`src/rtl/add_seq_pkg.sv`:
```
// Shared types and constants for the nibble-serial multiword adder.
package add_seq_pkg;

  // Width of the shared datapath adder.
  localparam int unsigned NibbleW = 4;

  typedef enum logic [1:0] {
    StIdle = 2'd0,
    StRun  = 2'd1,
    StDone = 2'd2
  } state_e;

endpackage

```
`src/rtl/four_bit_adder.sv`:
```
// Combinational 4-bit ripple adder with carry in and carry out.
module four_bit_adder (
  input  logic [3:0] a,
  input  logic [3:0] b,
  input  logic       cin,
  output logic [3:0] sum,
  output logic       cout
);

  // Full 5-bit result so the carry out falls out of the top bit.
  always_comb begin
    {cout, sum} = {1'b0, a} + {1'b0, b} + {4'b0000, cin};
  end

endmodule

```
`src/rtl/multiword_add_seq.sv`:
```
// Multiword adder that reuses one 4-bit adder over NIBBLES cycles, least-significant
// nibble first. Ready/valid on both sides; one operation in flight at a time.
// Optional signed-overflow output is built when ADD_SEQ_OVF_EN is defined.
module multiword_add_seq
  import add_seq_pkg::*;
#(
  parameter int unsigned NIBBLES = 4
) (
  input  logic                       clk,
  input  logic                       rst_n,
  input  logic                       in_valid,
  output logic                       in_ready,
  input  logic [NibbleW*NIBBLES-1:0] a,
  input  logic [NibbleW*NIBBLES-1:0] b,
  input  logic                       cin,
  output logic                       out_valid,
  input  logic                       out_ready,
  output logic [NibbleW*NIBBLES-1:0] sum,
  output logic                       cout,
  output logic                       busy
`ifdef ADD_SEQ_OVF_EN
  ,
  output logic                       ovf
`endif
);

  localparam int unsigned W       = NibbleW * NIBBLES;
  localparam int unsigned IdxW    = (NIBBLES > 1) ? $clog2(NIBBLES) : 1;
  localparam logic [IdxW-1:0] LastIdx = IdxW'(NIBBLES - 1);

  state_e            state_q, state_d;
  logic [W-1:0]      a_q, a_d;
  logic [W-1:0]      b_q, b_d;
  logic [W-1:0]      sum_q, sum_d;
  logic [IdxW-1:0]   idx_q, idx_d;
  logic              carry_q, carry_d;
  logic              cout_q, cout_d;
`ifdef ADD_SEQ_OVF_EN
  logic              ovf_q, ovf_d;
`endif

  logic [NibbleW-1:0] nib_a, nib_b, add_sum;
  logic               add_cout;
  logic               msb_cin;

  // Operand nibbles are muxed out of the latched words by the current index.
  always_comb begin
    nib_a = a_q[NibbleW*idx_q +: NibbleW];
    nib_b = b_q[NibbleW*idx_q +: NibbleW];
  end

  four_bit_adder u_adder (
    .a    (nib_a),
    .b    (nib_b),
    .cin  (carry_q),
    .sum  (add_sum),
    .cout (add_cout)
  );

  // Carry into the top bit of this nibble, recovered from its sum bit.
  assign msb_cin = nib_a[NibbleW-1] ^ nib_b[NibbleW-1] ^ add_sum[NibbleW-1];

  // Next-state logic for the controller and the datapath registers.
  always_comb begin
    state_d = state_q;
    a_d     = a_q;
    b_d     = b_q;
    sum_d   = sum_q;
    idx_d   = idx_q;
    carry_d = carry_q;
    cout_d  = cout_q;
`ifdef ADD_SEQ_OVF_EN
    ovf_d   = ovf_q;
`endif
    unique case (state_q)
      StIdle: begin
        if (in_valid) begin
          a_d     = a;
          b_d     = b;
          carry_d = cin;
          idx_d   = '0;
          cout_d  = 1'b0;
`ifdef ADD_SEQ_OVF_EN
          ovf_d   = 1'b0;
`endif
          state_d = StRun;
        end
      end
      StRun: begin
        sum_d[NibbleW*idx_q +: NibbleW] = add_sum;
        carry_d = add_cout;
        idx_d   = idx_q + 1'b1;
        if (idx_q == LastIdx) begin
          idx_d   = '0;
          cout_d  = add_cout;
`ifdef ADD_SEQ_OVF_EN
          ovf_d   = msb_cin ^ add_cout;
`endif
          state_d = StDone;
        end
      end
      StDone: begin
        if (out_ready) begin
          state_d = StIdle;
        end
      end
      default: begin
        state_d = StIdle;
      end
    endcase
  end

  // All state, cleared asynchronously so a reset mid-operation discards it.
  always_ff @(posedge clk or negedge rst_n) begin
    if (!rst_n) begin
      state_q <= StIdle;
      a_q     <= '0;
      b_q     <= '0;
      sum_q   <= '0;
      idx_q   <= '0;
      carry_q <= 1'b0;
      cout_q  <= 1'b0;
`ifdef ADD_SEQ_OVF_EN
      ovf_q   <= 1'b0;
`endif
    end else begin
      state_q <= state_d;
      a_q     <= a_d;
      b_q     <= b_d;
      sum_q   <= sum_d;
      idx_q   <= idx_d;
      carry_q <= carry_d;
      cout_q  <= cout_d;
`ifdef ADD_SEQ_OVF_EN
      ovf_q   <= ovf_d;
`endif
    end
  end

  assign in_ready  = (state_q == StIdle);
  assign out_valid = (state_q == StDone);
  assign busy      = (state_q != StIdle);
  assign sum       = sum_q;
  assign cout      = cout_q;
`ifdef ADD_SEQ_OVF_EN
  assign ovf       = ovf_q;
`else
  // Carry into the MSB is only consumed by the overflow flag.
  logic unused_msb_cin;
  assign unused_msb_cin = msb_cin;
`endif

endmodule

```
`config.mk`:
```
export PLATFORM = sky130hd
export DESIGN_NAME = multiword_add_seq
export DESIGN_NICKNAME = d
export VERILOG_FILES = /design/src/rtl/add_seq_pkg.sv /design/src/rtl/four_bit_adder.sv /design/src/rtl/multiword_add_seq.sv
export SDC_FILE = /design/constraint.sdc
export NUM_CORES = 1
export LEC_CHECK = 0
export CELL_PAD_IN_SITES_DETAIL_PLACEMENT = 0
export CELL_PAD_IN_SITES_GLOBAL_PLACEMENT = 2
export CORE_MARGIN = 2
export CORE_UTILIZATION = 30
export DETAILED_ROUTE_END_ITERATION = 8
export PLACE_DENSITY = 0.85
export SLEW_MARGIN = 15
export SYNTH_ARGS = -nofsm -noshare
export SYNTH_HDL_FRONTEND = slang
export SYNTH_SLANG_ARGS = --single-unit
```
`constraint.sdc`:
```
create_clock -name clk -period 3.31 [get_ports clk]
set_clock_uncertainty 0.1 [all_clocks]
set_input_delay 0.331 -clock clk [delete_from_list [all_inputs] [get_ports clk]]
set_output_delay 0.331 -clock clk [all_outputs]
set_load 0.02 [all_outputs]
```
==> flow_summary.toml <==
[timing]
hold_violations = 0
worstMarginPinSlew_ns = 0.6331
period_needed_ns = 2.580
setup_tns_ns = 0
max_freq_mhz = 387.6
drv_slew = 0
grt_setup_unrepaired = "no"
slew-limit-headroom_pct = 57.79
fin_crit_sh_pct = 77.94
worst_slack_ns = 0.7301
setup_viol = 0

[synthesis]
ys_seq_area_share_pct = 53.47
synth_compound_area_share_pct = 7.871
synth_seq_cells = 54
synth-simple-area-share_pct = 21.53
synth_xor_xnor_area_share_pct = 1.040
synth_top_family_by_area = "simple AND/OR/NAND/NOR gates"
postSynthCellCount = 239
syn_nets = 287
ys_warn_count = 0
synth_area_mm2 = 0.002527
avgSynthCellArea_um2 = 10.57
synthAdderAreaFrac_pct = 6.040
yosysUniqueCellTypes = 31
synthMuxAreaShare_pct = 7.129

[cells_and_area]
fin_area_mm2 = 0.003312
layout_commonest_cell = "nand2_1"
layout-drive-gt1-share_pct = 10.07
fin_nets = 345
diodes = 0
n_fill_cell = 830
layout.cells.most_common_list = "100 x nand2_1, 55 x clkdlybuf4s50_1, 54 x dfrtp_1"
fin_cells = 403
syn_to_final_growth_pct = 31.04

[route]
post_drt_wl_per_cell_um = 13.63
wirelength_um = 5492
routed.top_layer = "met4"
drc = 0
wl_met2_um = 2646
wl_met3_um = 233
routed-via-count = 1818
drt_iter0_drc = 52
wl_met1_um = 2558
via_per_inst = 4.511
ant_nets = 0
dr.pass1.iters = 4

[grt]
grt.overflow.total = 0
grt_usage_pct = 13.24
grt_pass1_wl_um = 9232
grt_max_degree = 38
antenna_found_initial = 0
grt_pass1_vias = 1839

[worst_setup_path]
crit_type = "register to register"
reg2reg_from = "idx_q[0]$_DFFE_PN0P_"
crit_start = "idx_q[0]$_DFFE_PN0P_"
crit_arrival_ns = 2.67
worstSetupStartpointType = "register"
critical_path.endpoint_type = "register"
cp_max_fo = 7
required_ns = 3.40

[clocking]
numCtsBuffers = 5
path_clk_slew_ns = 0.10
clkSinkCount = 54
cts.repair.resized = 0
clockBufferDepth = 2
clk_latency_ns = 0.31
root_buffer = "clkbuf_8"
cts_tree = "done"
cts-htree-levels = 2

[power_and_ir_drop]
finalPower_w = 0.003268
ir_drop_uv = 344.9
p_per_area_mw_per_mm2 = 986.7
power.leakage_nw = 1.568

[floorplanning]
initial_core_util_pct = 30.92
die_x_um = 95.79
die_h_um = 95.79
dieArea_mm2 = 0.009175
coreArea_mm2 = 0.008175
core.rowCount = 33
num_io_pins = 57

[placed_design]
placed_area_mm2 = 0.003189
portBuffers = 56
hpwlAfterDp_um = 4140
dp_slack_ns = 0.7226
place_congestion = 0.7943
dp.cells = 394

[job]
cap_violations = 0

[worst_hold_path]
hp-class = "register to register"
worstHoldStart = "b_q[10]$_DFFE_PN0P_"

[run_status]
outcome = "finished, final reports clean"
## state kept, by name (all words and copies together) (netlist names)
signal	count
carry_q	1
idx_q	2
cout	1
a_q	16
sum	16
b_q	16
state_q	2
## worst max-delay path: stages (launching register included)
cell and delay [ns]:
dfrtp_1 0.50, mux4_2 0.55, fa_1 0.45, fa_1 0.46
a21o_1 0.21, nand3_1 0.10, nand3_1 0.09
## final timing paths
path | depth (start not counted) | slack (ns) | end
setup / recovery | 6 | 0.73 | carry_q$_DFFE_PN0P_
hold / removal | 2 | 0.38 | b_q[10]$_DFFE_PN0P_
setup reg to reg | 6 | 0.73 | carry_q$_DFFE_PN0P_
hold reg to reg | 2 | 0.38 | b_q[10]$_DFFE_PN0P_
max in group asynchronous | 3 | 1.87 | a_q[0]$_DFFE_PN0P_
min in group asynchronous | 2 | 0.47 | carry_q$_DFFE_PN0P_
## final cells by class
class / count / area, µm² / area share, %
sequential: 54 / 1351 / 40.80
tap: 105 / 131.4 / 3.967
multi-input combinational: 170 / 1102 / 33.28
clock inverter: 3 / 43.79 / 1.322
clock buffer: 5 / 68.82 / 2.078
timing repair buffer: 61 / 595.6 / 17.98
inverter: 5 / 18.77 / 0.5667
## cells in the mapped netlist (all sizes together)
| cell | instances | area share (%) |
|---|---|---|
| inv | 5 | 0.74 |
| o21ai | 4 | 0.79 |
| fa | 2 | 1.6 |
| xor2 | 1 | 0.35 |
| nor3 | 1 | 0.20 |
| a21o | 2 | 0.59 |
| a22o | 14 | 4.9 |
| nor2b | 1 | 0.25 |
| nand2b | 2 | 0.49 |
| ha | 9 | 4.5 |
| nor4 | 2 | 1.7 |
| xnor2 | 2 | 0.69 |
| a31oi | 1 | 0.25 |
| nor2 | 3 | 0.64 |
| nand2 | 103 | 16 |
| or3 | 1 | 0.25 |
| clkbuf | 2 | 0.30 |
| o31ai | 3 | 0.89 |
| nand3 | 7 | 1.4 |
| buf | 8 | 1.9 |
| dfrtp | 54 | 53 |
| and2 | 1 | 0.25 |
| a22oi | 1 | 0.30 |
| and2b | 1 | 0.40 |
| a21oi | 1 | 0.20 |
| mux4 | 8 | 7.1 |
## per-stage QoR
| stage | hold WS, ns | util [%] |
|---|---|---|
| 4_1_cts | 0.3855 | 40.51 |
| 6_report | 0.3843 | 40.51 |
| 2_1_floorplan | -0.06459 | - |
| 3_3_place_gp | 0.2838 | 39.01 |
| 3_5_place_dp | 0.2987 | 39.01 |
| 5_1_grt | 0.4178 | 40.51 |
## kinds of logic after synthesis
group,after synthesis
AND/OR/NAND/NOR,122
flip-flops,54
AO/OA/AOI/OAI,26
buffers and inverters,15
adder cells (fa/ha/maj),11
multiplexers,8
XOR/XNOR,3
## routing by layer
layer  global-route usage [%]  vias up
li1                         -      918
met1                    17.63      849
met2                    21.68       43
met3                    3.367        8
met4                    3.214        0
met5                        0        -
## timing repair
| action | 4_1_cts | 5_1_grt |
|---|---|---|
| hold buffers | 1 | 0 |
| setup buffers | 0 | 0 |
| endpoints found under the setup margin | 0 | 0 |
| endpoints found under the hold margin | 28 | 0 |
## power breakdown
part           switching (W)  internal, W
combinational       0.000939     0.000750
sequential          0.000195     0.000931
clock               0.000226     0.000227
total                0.00136      0.00191
Power figures use the tool's default switching activity.
